File: config.mk
export PLATFORM = sky130hd
export DESIGN_NAME = miriscv_lsu_flat
export DESIGN_NICKNAME = d
export VERILOG_FILES = /design/src/rtl/miriscv_lsu_if.sv /design/src/rtl/miriscv_lsu.sv /design/src/flat_wrapper.sv
export SDC_FILE = /design/constraint.sdc
export NUM_CORES = 1
export LEC_CHECK = 0
export BUFFER_PORTS_ARGS = -buffer_cell sky130_fd_sc_hd__buf_2
export CAP_MARGIN = 20
export CORE_MARGIN = 2
export CORE_UTILIZATION = 50
export CTS_BUF_LIST = sky130_fd_sc_hd__clkbuf_8 sky130_fd_sc_hd__clkbuf_16
export DETAILED_ROUTE_END_ITERATION = 16
export PLACE_DENSITY_LB_ADDON = 0.05
export REMOVE_ABC_BUFFERS = 1
export SLEW_MARGIN = 5
export SYNTH_ARGS = -nofsm -noshare
export SYNTH_HDL_FRONTEND = slang
export SYNTH_SLANG_ARGS = --single-unit
File: constraint.sdc
create_clock -name clk_i -period 4.85 [get_ports clk_i]
set_input_delay 0 -clock clk_i [delete_from_list [all_inputs] [get_ports clk_i]]
set_output_delay 0 -clock clk_i [all_outputs]
set_load 0.005 [all_outputs]
File: src/rtl/miriscv_lsu_if.sv
// Data-memory bus between the load/store unit and the memory.
// The LSU is the master; the memory (or bench responder) is the slave.
interface miriscv_lsu_if;
   logic        data_req_o;
   logic        data_we_o;
   logic [3:0]  data_be_o;
   logic [31:0] data_addr_o;
   logic [31:0] data_wdata_o;
   logic        data_gnt_i;
   logic        data_rvalid_i;
   logic [31:0] data_rdata_i;

   modport master (
      output data_req_o, data_we_o, data_be_o, data_addr_o, data_wdata_o,
      input  data_gnt_i, data_rvalid_i, data_rdata_i
   );

   modport slave (
      input  data_req_o, data_we_o, data_be_o, data_addr_o, data_wdata_o,
      output data_gnt_i, data_rvalid_i, data_rdata_i
   );
endinterface

File: src/rtl/miriscv_lsu.sv
// Load/store unit: aligns core accesses onto a 32-bit word bus and
// extracts/extends load data. One transaction at a time, stalling the core.
module miriscv_lsu (
   input  logic             clk_i,
   input  logic             rst_i,
   input  logic             lsu_req_i,
   input  logic             lsu_we_i,
   input  logic [2:0]       lsu_size_i,
   input  logic [31:0]      lsu_addr_i,
   input  logic [31:0]      lsu_data_i,
   output logic [31:0]      lsu_data_o,
   output logic             lsu_stall_req_o,
   output logic             lsu_err_o,
   miriscv_lsu_if.master    data_bus
);

   typedef enum logic [1:0] {IDLE, REQ, WAIT, DONE} state_t;

   state_t      state_reg, state_next;
   logic [31:0] addr_reg, addr_next;
   logic [3:0]  be_reg, be_next;
   logic [31:0] wdata_reg, wdata_next;
   logic        we_reg, we_next;
   logic [2:0]  size_reg, size_next;
   logic [1:0]  offset_reg, offset_next;
   logic        err_reg, err_next;
   logic [31:0] rdata_reg, rdata_next;

   logic        access_legal;
   logic [3:0]  be_calc;
   logic [31:0] wdata_calc;
   logic [31:0] lane;
   logic [31:0] load_ext;

   // Legality: natural alignment per size, valid funct3, unsigned sizes only for loads
   always_comb begin
      access_legal = 1'b0;
      case (lsu_size_i)
         3'b000, 3'b100: access_legal = 1'b1;
         3'b001, 3'b101: access_legal = ~lsu_addr_i[0];
         3'b010:         access_legal = (lsu_addr_i[1:0] == 2'b00);
         default:        access_legal = 1'b0;
      endcase
      if (lsu_we_i && lsu_size_i[2])
         access_legal = 1'b0;
   end

   always_comb begin
      be_calc    = 4'b1111;
      wdata_calc = lsu_data_i;
      case (lsu_size_i[1:0])
         2'b00: begin
            be_calc    = 4'b0001 << lsu_addr_i[1:0];
            wdata_calc = {4{lsu_data_i[7:0]}};
         end
         2'b01: begin
            be_calc    = 4'b0011 << lsu_addr_i[1:0];
            wdata_calc = {2{lsu_data_i[15:0]}};
         end
         default: begin
            be_calc    = 4'b1111;
            wdata_calc = lsu_data_i;
         end
      endcase
   end

   // Move the addressed lane down to bit 0, then extend by access size
   always_comb begin
      lane     = data_bus.data_rdata_i >> {offset_reg, 3'b000};
      load_ext = data_bus.data_rdata_i;
      case (size_reg)
         3'b000:  load_ext = {{24{lane[7]}}, lane[7:0]};
         3'b001:  load_ext = {{16{lane[15]}}, lane[15:0]};
         3'b100:  load_ext = {24'h0, lane[7:0]};
         3'b101:  load_ext = {16'h0, lane[15:0]};
         default: load_ext = data_bus.data_rdata_i;
      endcase
   end

   always_comb begin
      state_next  = state_reg;
      addr_next   = addr_reg;
      be_next     = be_reg;
      wdata_next  = wdata_reg;
      we_next     = we_reg;
      size_next   = size_reg;
      offset_next = offset_reg;
      err_next    = err_reg;
      rdata_next  = rdata_reg;
      case (state_reg)
         IDLE: begin
            if (lsu_req_i) begin
               if (access_legal) begin
                  state_next  = REQ;
                  addr_next   = {lsu_addr_i[31:2], 2'b00};
                  be_next     = be_calc;
                  wdata_next  = wdata_calc;
                  we_next     = lsu_we_i;
                  size_next   = lsu_size_i;
                  offset_next = lsu_addr_i[1:0];
               end else begin
                  state_next = DONE;
                  err_next   = 1'b1;
               end
            end
         end
         REQ: begin
            if (data_bus.data_gnt_i)
               state_next = we_reg ? DONE : WAIT;
         end
         WAIT: begin
            if (data_bus.data_rvalid_i) begin
               state_next = DONE;
               rdata_next = load_ext;
            end
         end
         DONE: begin
            state_next = IDLE;
            err_next   = 1'b0;
         end
         default: state_next = IDLE;
      endcase
   end

   always_ff @(posedge clk_i) begin
      if (rst_i) begin
         state_reg  <= IDLE;
         addr_reg   <= 32'h0;
         be_reg     <= 4'h0;
         wdata_reg  <= 32'h0;
         we_reg     <= 1'b0;
         size_reg   <= 3'b000;
         offset_reg <= 2'b00;
         err_reg    <= 1'b0;
         rdata_reg  <= 32'h0;
      end else begin
         state_reg  <= state_next;
         addr_reg   <= addr_next;
         be_reg     <= be_next;
         wdata_reg  <= wdata_next;
         we_reg     <= we_next;
         size_reg   <= size_next;
         offset_reg <= offset_next;
         err_reg    <= err_next;
         rdata_reg  <= rdata_next;
      end
   end

   assign data_bus.data_req_o   = (state_reg == REQ);
   assign data_bus.data_we_o    = we_reg;
   assign data_bus.data_be_o    = be_reg;
   assign data_bus.data_addr_o  = addr_reg;
   assign data_bus.data_wdata_o = wdata_reg;

   assign lsu_err_o       = (state_reg == DONE) && err_reg;
   assign lsu_data_o      = lsu_err_o ? 32'h0 : rdata_reg;
   assign lsu_stall_req_o = lsu_req_i && (state_reg != DONE);

endmodule

File: src/flat_wrapper.sv
// flat-port wrapper written by rule: the top's interface ports become plain ports
module miriscv_lsu_flat 
  (clk_i, rst_i, lsu_req_i, lsu_we_i, lsu_size_i, lsu_addr_i, lsu_data_i, lsu_data_o, lsu_stall_req_o, lsu_err_o, data_bus_data_req_o, data_bus_data_we_o, data_bus_data_be_o, data_bus_data_addr_o, data_bus_data_wdata_o, data_bus_data_gnt_i, data_bus_data_rvalid_i, data_bus_data_rdata_i);
  miriscv_lsu_if data_bus_i ();
  input  logic clk_i;
  input  logic rst_i;
  input  logic lsu_req_i;
  input  logic lsu_we_i;
  input  logic [2:0] lsu_size_i;
  input  logic [31:0] lsu_addr_i;
  input  logic [31:0] lsu_data_i;
  output logic [31:0] lsu_data_o;
  output logic lsu_stall_req_o;
  output logic lsu_err_o;
  output wire logic [$bits(data_bus_i.data_req_o)-1:0] data_bus_data_req_o;
  output wire logic [$bits(data_bus_i.data_we_o)-1:0] data_bus_data_we_o;
  output wire logic [$bits(data_bus_i.data_be_o)-1:0] data_bus_data_be_o;
  output wire logic [$bits(data_bus_i.data_addr_o)-1:0] data_bus_data_addr_o;
  output wire logic [$bits(data_bus_i.data_wdata_o)-1:0] data_bus_data_wdata_o;
  input wire logic [$bits(data_bus_i.data_gnt_i)-1:0] data_bus_data_gnt_i;
  input wire logic [$bits(data_bus_i.data_rvalid_i)-1:0] data_bus_data_rvalid_i;
  input wire logic [$bits(data_bus_i.data_rdata_i)-1:0] data_bus_data_rdata_i;
  assign data_bus_data_req_o = data_bus_i.data_req_o;
  assign data_bus_data_we_o = data_bus_i.data_we_o;
  assign data_bus_data_be_o = data_bus_i.data_be_o;
  assign data_bus_data_addr_o = data_bus_i.data_addr_o;
  assign data_bus_data_wdata_o = data_bus_i.data_wdata_o;
  assign data_bus_i.data_gnt_i = data_bus_data_gnt_i;
  assign data_bus_i.data_rvalid_i = data_bus_data_rvalid_i;
  assign data_bus_i.data_rdata_i = data_bus_data_rdata_i;
  miriscv_lsu u_core (.clk_i(clk_i), .rst_i(rst_i), .lsu_req_i(lsu_req_i), .lsu_we_i(lsu_we_i), .lsu_size_i(lsu_size_i), .lsu_addr_i(lsu_addr_i), .lsu_data_i(lsu_data_i), .lsu_data_o(lsu_data_o), .lsu_stall_req_o(lsu_stall_req_o), .lsu_err_o(lsu_err_o), .data_bus(data_bus_i));
endmodule
==> flow_summary.ini <==
[worst_setup_path]
arrival_ps = 3080
reg2reg_from = u_core.offset_reg[0]$_SDFFE_PP0P_
timing.critical_path.cells = dlygate4sd3_1 > buf_2 > or4_1 > a21oi_4 > buf_4 > nor2_1 > a311oi_1
crit_type = in -> reg
crit_path_max_incr_delay_ps = 720
critical-path-slowest-cell = a21oi_4
reg2reg_slack_ps = 2180
timing.critical_path.from_type = primary input
critical_path.endpoint_type = flip-flop
critPathRequiredTime_ps = 5130
critPathMaxFanout = 60
cp_num_buf_inv = 3
worst_path_top_cell_family_by_delay = buffers and inverters
startpoint = lsu_addr_i[0]

[clocking]
cts-buffers-inserted = 9
clk_pin_slew_worst_paths_ps = 100
worstSkewPairLatency_ps = 370
ctsRootBufferMaster = clkbuf_8
cts_repair_resize_count = 0
cts_tree = done
tritoncts_num_sinks = 107
htree_num_levels = 3
clockBufferDepth = 2

[synth]
post_synth_instance_area_mm2 = 0.00506
synth_xor_area_frac = 0
ys_ff_latch = 107
mux_share_of_post_synthesis_cell_area = 0.0539
yosys.area_share.simple = 0.228
synth_cell_types = 41
avgSynthCellArea_um2 = 7.89
main_combinational_cell_family_by_area_after_synthesis = simple AND/OR/NAND/NOR gates
synth_enable_flop_cells = 0
synth_sequential_area_ratio = 0.424
synth-warning-count = 0
synthAdderAreaFrac = 0.0124
synthesis.instances = 641
async_flop_share = 0
synthFlopType = dfxtp_1
synth-compound-area-share = 0.227

[routing]
number_of_antenna_violating_nets_in_the_routed_design = 0
via_density_per_instance = 5.40
wl_mm = 15.7
detailroute.via_count = 5471
post_drt_wl_per_cell_um = 15.5
drc = 0
first_iter_violations = 323
firstDrtPassIters = 4

[min_path]
worstHoldPathType = in -> reg
min_delay_src = data_bus_data_rdata_i[10]

[sta]
fin_hold_ws_ps = 28.7
grt_setup_unrepaired = no
finalWorstPathRequiredPeriod_ps = 2790
final.setup.worst_slack_ps = 2060
max_freq_mhz = 358
clock_skew_ps = 10.4
fin_crit_sh = 0.576
setup_violations = 0
timing.setup.tns_ps = 0
final_max_slew_viol_count = 0
timing.slew.headroom = 0.332
hold_viol_final = 0
tightestPinTransition_ps = 1000

[die]
initial_utilization = 0.517
boundaryPins = 209
placement_rows = 36
core_area_mm2 = 0.00977
die_w_um = 105
die_height_um = 105
die_area_mm2 = 0.0109

[power_and_ir_drop]
irDropWorstVdd_mv = 0.223
pwr-share-comb = 0.297
p_leak_nw = 3.08
switching_share = 0.315
seq_power_share = 0.449
power.density_mw_per_mm2 = 342
intPower_w = 0.00164
power.net_switching_w = 0.000755
power.total_w = 0.00239
clock_power_share = 0.254

[final_layout]
fillerInstances = 784
stdcell_count = 1013
final_common_cell = buf_2
sequential_area_mm2 = 0.00214
flow.area_growth_from_synthesis_pct = 38.6
layout-drive-gt1-share = 0.258
multi_input_area_mm2 = 0.00265
nets = 987
antenna-diode-count = 0
mostFrequentLayoutCells = 205 x buf_2, 131 x nand2_1, 107 x dfxtp_1

[placement]
place_hpwl_mm = 9.60
placement.io_buffers = 206
dpl.cell_count = 927
pre_cts_ws_ps = 2070
routabilityCongestion = 0.808

[global_routing]
grt_antenna_before_repair = 0
grt_pass1_wl_mm = 25.0
grt_pass1_vias = 5114
pin_count_of_the_biggest_net_entering_global_routing = 109
globalRouteOverflowTotal = 0
globalRouteTotalUtil = 0.277

[run_status]
run_status = complete, no violations

[flow_run]
drv_cap = 0
==> tightest hold or removal path, delay by kind of cell <==
family | cells | cell delay, ps
AO/OA/AOI/OAI | 2 | 120
AND/OR/NAND/NOR | 1 | 130
buffers and inverters | 1 | 100
==> cells by family after synthesis <==
kind of cell,count (synthesis)
AO/OA/AOI/OAI,182
adder cells (fa/ha/maj),5
buffers and inverters,67
flip-flops,107
multiplexers,26
other,1
AND/OR/NAND/NOR,253
==> final timing paths <==
kind,cells past startpoint,to
max,7,u_core.data_bus.data_be_o[1]$_SDFFE_PP0P_
min,4,u_core.rdata_reg[10]$_SDFFE_PP0P_
max reg2reg,5,u_core.rdata_reg[22]$_SDFFE_PP0P_
min reg2reg,2,u_core.data_bus.data_wdata_o[5]$_SDFFE_PP0P_
==> routing by layer <==
layer / vias to the layer above / GRT usage / part of all wire
li1: 2692 / - / -
met1: 2504 / 0.331 / 0.40
met2: 247 / 0.483 / 0.50
met3: 28 / 0.0761 / 0.084
met4: 0 / 0.0888 / 0.021
met5: - / 0 / 0
==> power groups by stage <==
stage | clock network, W | logic [W] | registers, W
finish | 0.000609 | 0.000710 | 0.00108
global route | 0.000655 | 0.000787 | 0.00109
CTS | 0.000618 | 0.000698 | 0.00107
detailed placement | 0 | 0.000652 | 0.00109
global placement | 0 | 0.000632 | 0.00109
floorplan | 0 | 0.000376 | 0.00109
==> per-stage QoR <==
step,utilization,cell area (um^2)
final,0.717,7010
after detailed placement,0.619,6050
after CTS,0.713,6970
after global routing,0.717,7010
after floorplan,-,4820
after global placement,0.618,6040
==> repair_timing <==
item / 4_1_cts / 5_1_grt
endpoints found under the hold margin: 71 / 13
hold buffers: 70 / 1
buffers inserted: 0 / 0
==> cell type report <==
class | instances | share of cell area
clock inverter | 3 | 0.00911
multi-input combinational | 468 | 0.377
clock buffer | 11 | 0.0216
timing repair buffer | 282 | 0.258
tap | 133 | 0.0237
inverter | 9 | 0.00482
sequential | 107 | 0.306
==> synth_stat cells (2+ instances only) <==
cell type    n  area share
nand2_1    131       0.097
dfxtp_1    107        0.42
a21oi_1     78       0.077
nor2_1      47       0.035
clkbuf_1    39       0.029
and2_1      33       0.041
mux2i_1     25       0.049
o21ai_0     20       0.020
a211oi_1    18       0.027
and3_1      16       0.020
o22ai_1     16       0.020
nand3b_1    14       0.021
o211ai_1    14       0.021
buf_2       12       0.012
a311oi_1    11       0.019
inv_1        8      0.0059
a2bb2oi_1    7       0.012
o221ai_1     7       0.012
buf_1        5      0.0037
ha_1         5       0.012
nor3_1       4      0.0040
a21o_1       2      0.0030
buf_4        2      0.0030
nand2b_1     2      0.0025
nor2b_1      2      0.0025
Power figures use the tool's default switching activity.
